===== config.mk =====
export PLATFORM = sky130hd
export DESIGN_NAME = seq_detect_param_flat
export DESIGN_NICKNAME = d
export VERILOG_FILES = /design/src/rtl/seq_detect_param_if.sv /design/src/rtl/seq_detect_param.sv /design/src/flat_wrapper.sv
export SDC_FILE = /design/constraint.sdc
export NUM_CORES = 1
export LEC_CHECK = 0
export CORE_MARGIN = 2
export CORE_UTILIZATION = 50
export CTS_BUF_LIST = sky130_fd_sc_hd__clkbuf_4
export DETAILED_ROUTE_END_ITERATION = 6
export GPL_TIMING_DRIVEN = 0
export HOLD_SLACK_MARGIN = 0.12
export PLACE_DENSITY = 0.79
export SLEW_MARGIN = 25
export SYNTH_ARGS = -nofsm -noshare
export SYNTH_HDL_FRONTEND = slang
export SYNTH_SLANG_ARGS = --single-unit

===== constraint.sdc =====
create_clock -name clk -period 4.7 [get_ports clk]
set_input_delay 0.94 -clock clk [delete_from_list [all_inputs] [get_ports clk]]
set_output_delay 0.94 -clock clk [all_outputs]
set_load 0.01 [all_outputs]

===== src/rtl/seq_detect_param_if.sv =====
// Configuration, serial data and match-flag signals of seq_detect_param.
// The master drives configuration and data. The slave (detector) returns the match flag, armed, the counter and its FSM state.
interface seq_detect_param_if #(
    parameter int MAX_LEN = 8,
    parameter int LEN_W   = 4,
    parameter int CNT_W   = 8
);
    logic               cfg_load;
    logic [MAX_LEN-1:0] pattern;
    logic [LEN_W-1:0]   pat_len;
    logic               ovl_mode;
    logic               din_valid;
    logic               din;
    logic               cnt_clr;
    logic               dout;
    logic               armed;
    logic [CNT_W-1:0]   match_cnt;
    logic [1:0]         state_dbg;

    // No handshake back-pressure: din is consumed in every cycle in which din_valid is high.
    // cfg_load is a single-cycle strobe that takes priority over a coincident din_valid.
    modport master (
        output cfg_load, pattern, pat_len, ovl_mode, din_valid, din, cnt_clr,
        input  dout, armed, match_cnt, state_dbg
    );
    modport slave (
        input  cfg_load, pattern, pat_len, ovl_mode, din_valid, din, cnt_clr,
        output dout, armed, match_cnt, state_dbg
    );
endinterface


===== src/rtl/seq_detect_param.sv =====
// Run-time loadable serial pattern detector with a registered (Moore) match flag.
// Optional saturating match counter enabled by defining MATCH_CNT_EN.
module seq_detect_param #(
    parameter int MAX_LEN = 8,
    parameter int LEN_W   = 4,
    parameter int CNT_W   = 8
) (
    input logic                clk,
    input logic                rst,
    seq_detect_param_if.slave  bus
);
    typedef enum logic [1:0] {
        UNCFG = 2'd0,
        HUNT  = 2'd1,
        MATCH = 2'd2
    } state_t;

    state_t             state_q, state_d;
    logic [MAX_LEN-1:0] hist_q, hist_d;
    logic [LEN_W-1:0]   fill_q, fill_d;
    logic [MAX_LEN-1:0] pat_q, pat_d;
    logic [LEN_W-1:0]   len_q, len_d;
    logic               ovl_q, ovl_d;

    logic [LEN_W-1:0]   len_clamp;
    logic [MAX_LEN-1:0] mask;
    logic [MAX_LEN-1:0] hist_nx;
    logic [LEN_W-1:0]   fill_nx;
    logic               sample;
    logic               hit;

    always_ff @(posedge clk) begin
        if (rst) begin
            state_q <= UNCFG;
            hist_q  <= '0;
            fill_q  <= '0;
            pat_q   <= '0;
            len_q   <= '0;
            ovl_q   <= 1'b0;
        end else begin
            state_q <= state_d;
            hist_q  <= hist_d;
            fill_q  <= fill_d;
            pat_q   <= pat_d;
            len_q   <= len_d;
            ovl_q   <= ovl_d;
        end
    end

    always_comb begin
        len_clamp = (bus.pat_len > LEN_W'(MAX_LEN)) ? LEN_W'(MAX_LEN) : bus.pat_len;
        for (int i = 0; i < MAX_LEN; i++) begin
            mask[i] = (LEN_W'(i) < len_q);
        end
        hist_nx = {hist_q[MAX_LEN-2:0], bus.din};
        fill_nx = (fill_q >= LEN_W'(MAX_LEN)) ? fill_q : fill_q + LEN_W'(1);
        // A load in the same cycle wins over the data bit.
        sample  = bus.din_valid && (state_q != UNCFG) && !bus.cfg_load;
        hit     = sample && (((hist_nx ^ pat_q) & mask) == '0) && (fill_nx >= len_q);
    end

    always_comb begin
        state_d = state_q;
        hist_d  = hist_q;
        fill_d  = fill_q;
        pat_d   = pat_q;
        len_d   = len_q;
        ovl_d   = ovl_q;
        if (bus.cfg_load) begin
            pat_d   = bus.pattern;
            len_d   = len_clamp;
            ovl_d   = bus.ovl_mode;
            hist_d  = '0;
            fill_d  = '0;
            state_d = (len_clamp == '0) ? UNCFG : HUNT;
        end else begin
            case (state_q)
                HUNT, MATCH: begin
                    if (sample) begin
                        hist_d  = hist_nx;
                        // Non-overlapping: forget the consumed bits so the next match needs a full fresh pattern.
                        fill_d  = (hit && !ovl_q) ? '0 : fill_nx;
                        state_d = hit ? MATCH : HUNT;
                    end else begin
                        state_d = HUNT;
                    end
                end
                default: state_d = UNCFG;
            endcase
        end
    end

    assign bus.dout      = (state_q == MATCH);
    assign bus.armed     = (state_q != UNCFG);
    assign bus.state_dbg = state_q;

`ifdef MATCH_CNT_EN
    logic [CNT_W-1:0] cnt_q;

    // Clear has priority over a coincident increment.
    always_ff @(posedge clk) begin
        if (rst || bus.cnt_clr) begin
            cnt_q <= '0;
        end else if ((state_q == MATCH) && (cnt_q != {CNT_W{1'b1}})) begin
            cnt_q <= cnt_q + CNT_W'(1);
        end
    end

    assign bus.match_cnt = cnt_q;
`else
    logic unused_cnt_clr;
    assign unused_cnt_clr = bus.cnt_clr;
    assign bus.match_cnt  = '0;
`endif
endmodule


===== src/flat_wrapper.sv =====
// flat-port wrapper written by rule: the top's interface ports become plain ports
module seq_detect_param_flat 
#(
    parameter int MAX_LEN = 8,
    parameter int LEN_W   = 4,
    parameter int CNT_W   = 8
)
  (clk, rst, bus_cfg_load, bus_pattern, bus_pat_len, bus_ovl_mode, bus_din_valid, bus_din, bus_cnt_clr, bus_dout, bus_armed, bus_match_cnt, bus_state_dbg);
  seq_detect_param_if #(.MAX_LEN(MAX_LEN), .LEN_W(LEN_W), .CNT_W(CNT_W)) bus_i ();
  input logic clk;
  input logic rst;
  input wire logic [$bits(bus_i.cfg_load)-1:0] bus_cfg_load;
  input wire logic [$bits(bus_i.pattern)-1:0] bus_pattern;
  input wire logic [$bits(bus_i.pat_len)-1:0] bus_pat_len;
  input wire logic [$bits(bus_i.ovl_mode)-1:0] bus_ovl_mode;
  input wire logic [$bits(bus_i.din_valid)-1:0] bus_din_valid;
  input wire logic [$bits(bus_i.din)-1:0] bus_din;
  input wire logic [$bits(bus_i.cnt_clr)-1:0] bus_cnt_clr;
  output wire logic [$bits(bus_i.dout)-1:0] bus_dout;
  output wire logic [$bits(bus_i.armed)-1:0] bus_armed;
  output wire logic [$bits(bus_i.match_cnt)-1:0] bus_match_cnt;
  output wire logic [$bits(bus_i.state_dbg)-1:0] bus_state_dbg;
  assign bus_i.cfg_load = bus_cfg_load;
  assign bus_i.pattern = bus_pattern;
  assign bus_i.pat_len = bus_pat_len;
  assign bus_i.ovl_mode = bus_ovl_mode;
  assign bus_i.din_valid = bus_din_valid;
  assign bus_i.din = bus_din;
  assign bus_i.cnt_clr = bus_cnt_clr;
  assign bus_dout = bus_i.dout;
  assign bus_armed = bus_i.armed;
  assign bus_match_cnt = bus_i.match_cnt;
  assign bus_state_dbg = bus_i.state_dbg;
  seq_detect_param #(.MAX_LEN(MAX_LEN), .LEN_W(LEN_W), .CNT_W(CNT_W)) u_core (.clk(clk), .rst(rst), .bus(bus_i));
endmodule

==> flow_metrics.tcl <==
set metrics [dict create \
    place.gp.congestion 0.842 \
    root_buffer "clkbuf_4" \
    reg2reg_slack_ns 2.31 \
    die_area_mm2 0.00325 \
    cts_buffers 3 \
    regArea_um2 520 \
    syn2layout_area_growth_pct 22.6 \
    final_util_pct 63.6 \
    ys_warn_count 0 \
    hold_slack_ns 0.485 \
    die_h_um 57.0 \
    wl_per_cell_um 12.8 \
    r2r_start "u_core.fill_q[0]" \
    synth_ff_type "dfxtp_1" \
    grt_overflow 0 \
    ys_types 36 \
    synth_edf_count 0 \
    grt_pass1_wl_mm 4.95 \
    critPathMaxFanout 3 \
    start_util_pct 51.8 \
    crit_required_ns 3.76 \
    min_period_ns 2.51 \
    worstReg2RegEnd "u_core.fill_q[1]" \
    h-tree-depth 1 \
    end_kind "primary output" \
    critPathLaunch "u_core.bus.state_dbg[1]" \
    avgViaCountPerCell 5.24 \
    period_share_pct 53.3 \
    synth_area_per_cell_um2 8.89 \
    numPortBuffers 20 \
    synth_most_common_cell "dfxtp_1" \
    antenna_found_initial 0 \
    cp.arrival_ns 1.57 \
    drtIter0Drc 23 \
    hold_violations 0 \
    finalSetupTns_ns 0 \
    yosysSeqAreaShare_pct 37.0 \
    hold_path.class "reg2reg" \
    status "finished clean" \
    start_kind "register" \
    ys_top_cells_by_count "dfxtp_1, nand2_1, nor2_1" \
    max_freq_ghz 0.399 \
    crit_path_frequent_cell "inv_1" \
    cts_setup_buffers 0 \
    path_buf_inv 3 \
    cp_slowest_cell "clkdlybuf4s50_1" \
    power.leakage_nw 0.694 \
    ios 31 \
    worst_r2r_path_depth 8 \
    clk-insertion-delay-late_ns 0.33 \
    ant_nets 0 \
    clock_sinks 26 \
    power_density_mw_per_mm2 268 \
    n_antenna_cell 0 \
    cp_top_family "buffers and inverters" \
    critPathKind "reg2out" \
    grt_max_degree 16 \
    fill_cells 248 \
    synth_top_area_share_pct 37.0 \
    ys_ff_latch 26 \
    dp_hpwl_mm 2.13 \
    chipWidth_um 57.0 \
    final_nets 217 \
    dr_total_vias 1152 \
    first_global_vias 1147 \
    fin_skew_ns 0.00478 \
    setup-violations-final 0 \
    peakVddDrop_mv 0.299 \
    drc 0 \
    finalMaxSlewViolations 0 \
    row_count 19 \
    path_cells "inv_1 -> ha_1 -> inv_1 -> clkdlybuf4s50_1" \
    drive_above_1_share_pct 12.2 \
    synthTopCellsByArea "dfxtp_1, ha_1, mux2i_1" \
    maxCapViolCount 0 \
    dr.pass1.iters 5 \
    cts_resized 0 \
    cts.path.max_buffers 2 \
    multi_input_area_um2 779 \
    crit_cells 4 \
    cts_hold_buf 0 \
    routed_wl_mm 2.82 \
    cts_tree "yes" \
    grt_setup_unrepaired "no" \
    synthCells 158 \
    crit_path_end "bus_armed" \
    slowest_delay_ns 0.52 \
    syn-cell-area_mm2 0.00141 \
    core-area_mm2 0.00271 \
    async_flop_share_pct 0 \
    synth_top_cell_by_area "dfxtp_1" \
    clkTransAtPathRegs_ns 0.15 \
    grt_usage_pct 19.2 \
]
[layout make-up]
cell class                 instances  area share, %
clock inverter                     1           1.74
multi-input combinational        114           45.2
timing repair buffer              20           11.6
buffer                            14           5.23
tap                               31           2.25
clock buffer                       3           1.31
inverter                          11           2.40
sequential                        26           30.2
[power by group]
group	leakage, nW	switching [W]	total (W)	internal, W
Combinational	0.454	0.0000317	0.0000706	0.0000389
Sequential	0.212	0.00000532	0.000233	0.000227
Clock	0.0279	0.0000712	0.000158	0.0000863
Total	0.694	0.000108	0.000461	0.000353
[layout by cell type (no fill, tap or decap), drive strengths merged, types with 3 or more instances in the layout]
master,n
a21oi,10
a2bb2oi,3
buf,12
clkbuf,5
clkdlybuf4s50,20
conb,8
dfxtp,26
ha,8
inv,11
mux2i,10
nand2,16
nor2,16
nor3b,6
o21ai,3
xnor2,10
[sequential cells by signal (all words and copies together), names as in the netlist]
name	count
u_core.ovl_q	1
u_core.pat_q	8
u_core.hist_q	7
u_core.fill_q	4
u_core.bus.state_dbg	2
u_core.len_q	4
[cells by family (layout without fill, tap and decap cells)]
family | count (synthesis) | count (layout) | synth area share (%)
AO/OA/AOI/OAI | 26 | 26 | 13.1
XOR/XNOR | 12 | 12 | 7.48
adder cells (fa/ha/maj) | 8 | 8 | 7.12
buffers and inverters | 25 | 49 | 9.35
flip-flops | 26 | 26 | 37.0
multiplexers | 11 | 11 | 7.93
other | 1 | 8 | 0.267
AND/OR/NAND/NOR | 49 | 49 | 17.7
[worst min-delay path, delay by kind of cell, from the launching register on]
family          cells  cell delay (ns)
compound gates      1             0.05
flops               1             0.35
simple gates        1             0.05
[stage by stage]
stage / setup WS, ns / std cells / total power, W / cell area [um^2]
after floorplan: 2.66 / 165 / 0.000281 / 1430
after global placement: 2.17 / 216 / 0.000306 / 1670
after detailed placement: 2.11 / 216 / 0.000307 / 1670
after CTS: 2.18 / 220 / 0.000463 / 1720
after global routing: 2.08 / 220 / 0.000480 / 1720
final: 2.19 / 220 / 0.000461 / 1720
[layer usage]
metal | wire [um] | up-vias | global-route usage, % | part of all wire, %
met5 | 0 | - | 0 | 0
met4 | 70 | 0 | 7.97 | 2.5
met3 | 116 | 8 | 5.44 | 4.1
met2 | 1360 | 27 | 31.7 | 48
met1 | 1280 | 532 | 23.6 | 45
li1 | - | 585 | - | -
[worst min path at each step]
stage	from	end	cells past startpoint
floorplan	u_core.hist_q[6]	u_core.hist_q[6]	2
global placement	u_core.hist_q[6]	u_core.hist_q[6]	2
detailed placement	u_core.hist_q[6]	u_core.hist_q[6]	2
CTS	u_core.hist_q[6]	u_core.hist_q[6]	2
global route	u_core.hist_q[6]	u_core.hist_q[6]	2
finish	u_core.hist_q[6]	u_core.hist_q[6]	2
Power figures use the tool's default switching activity.
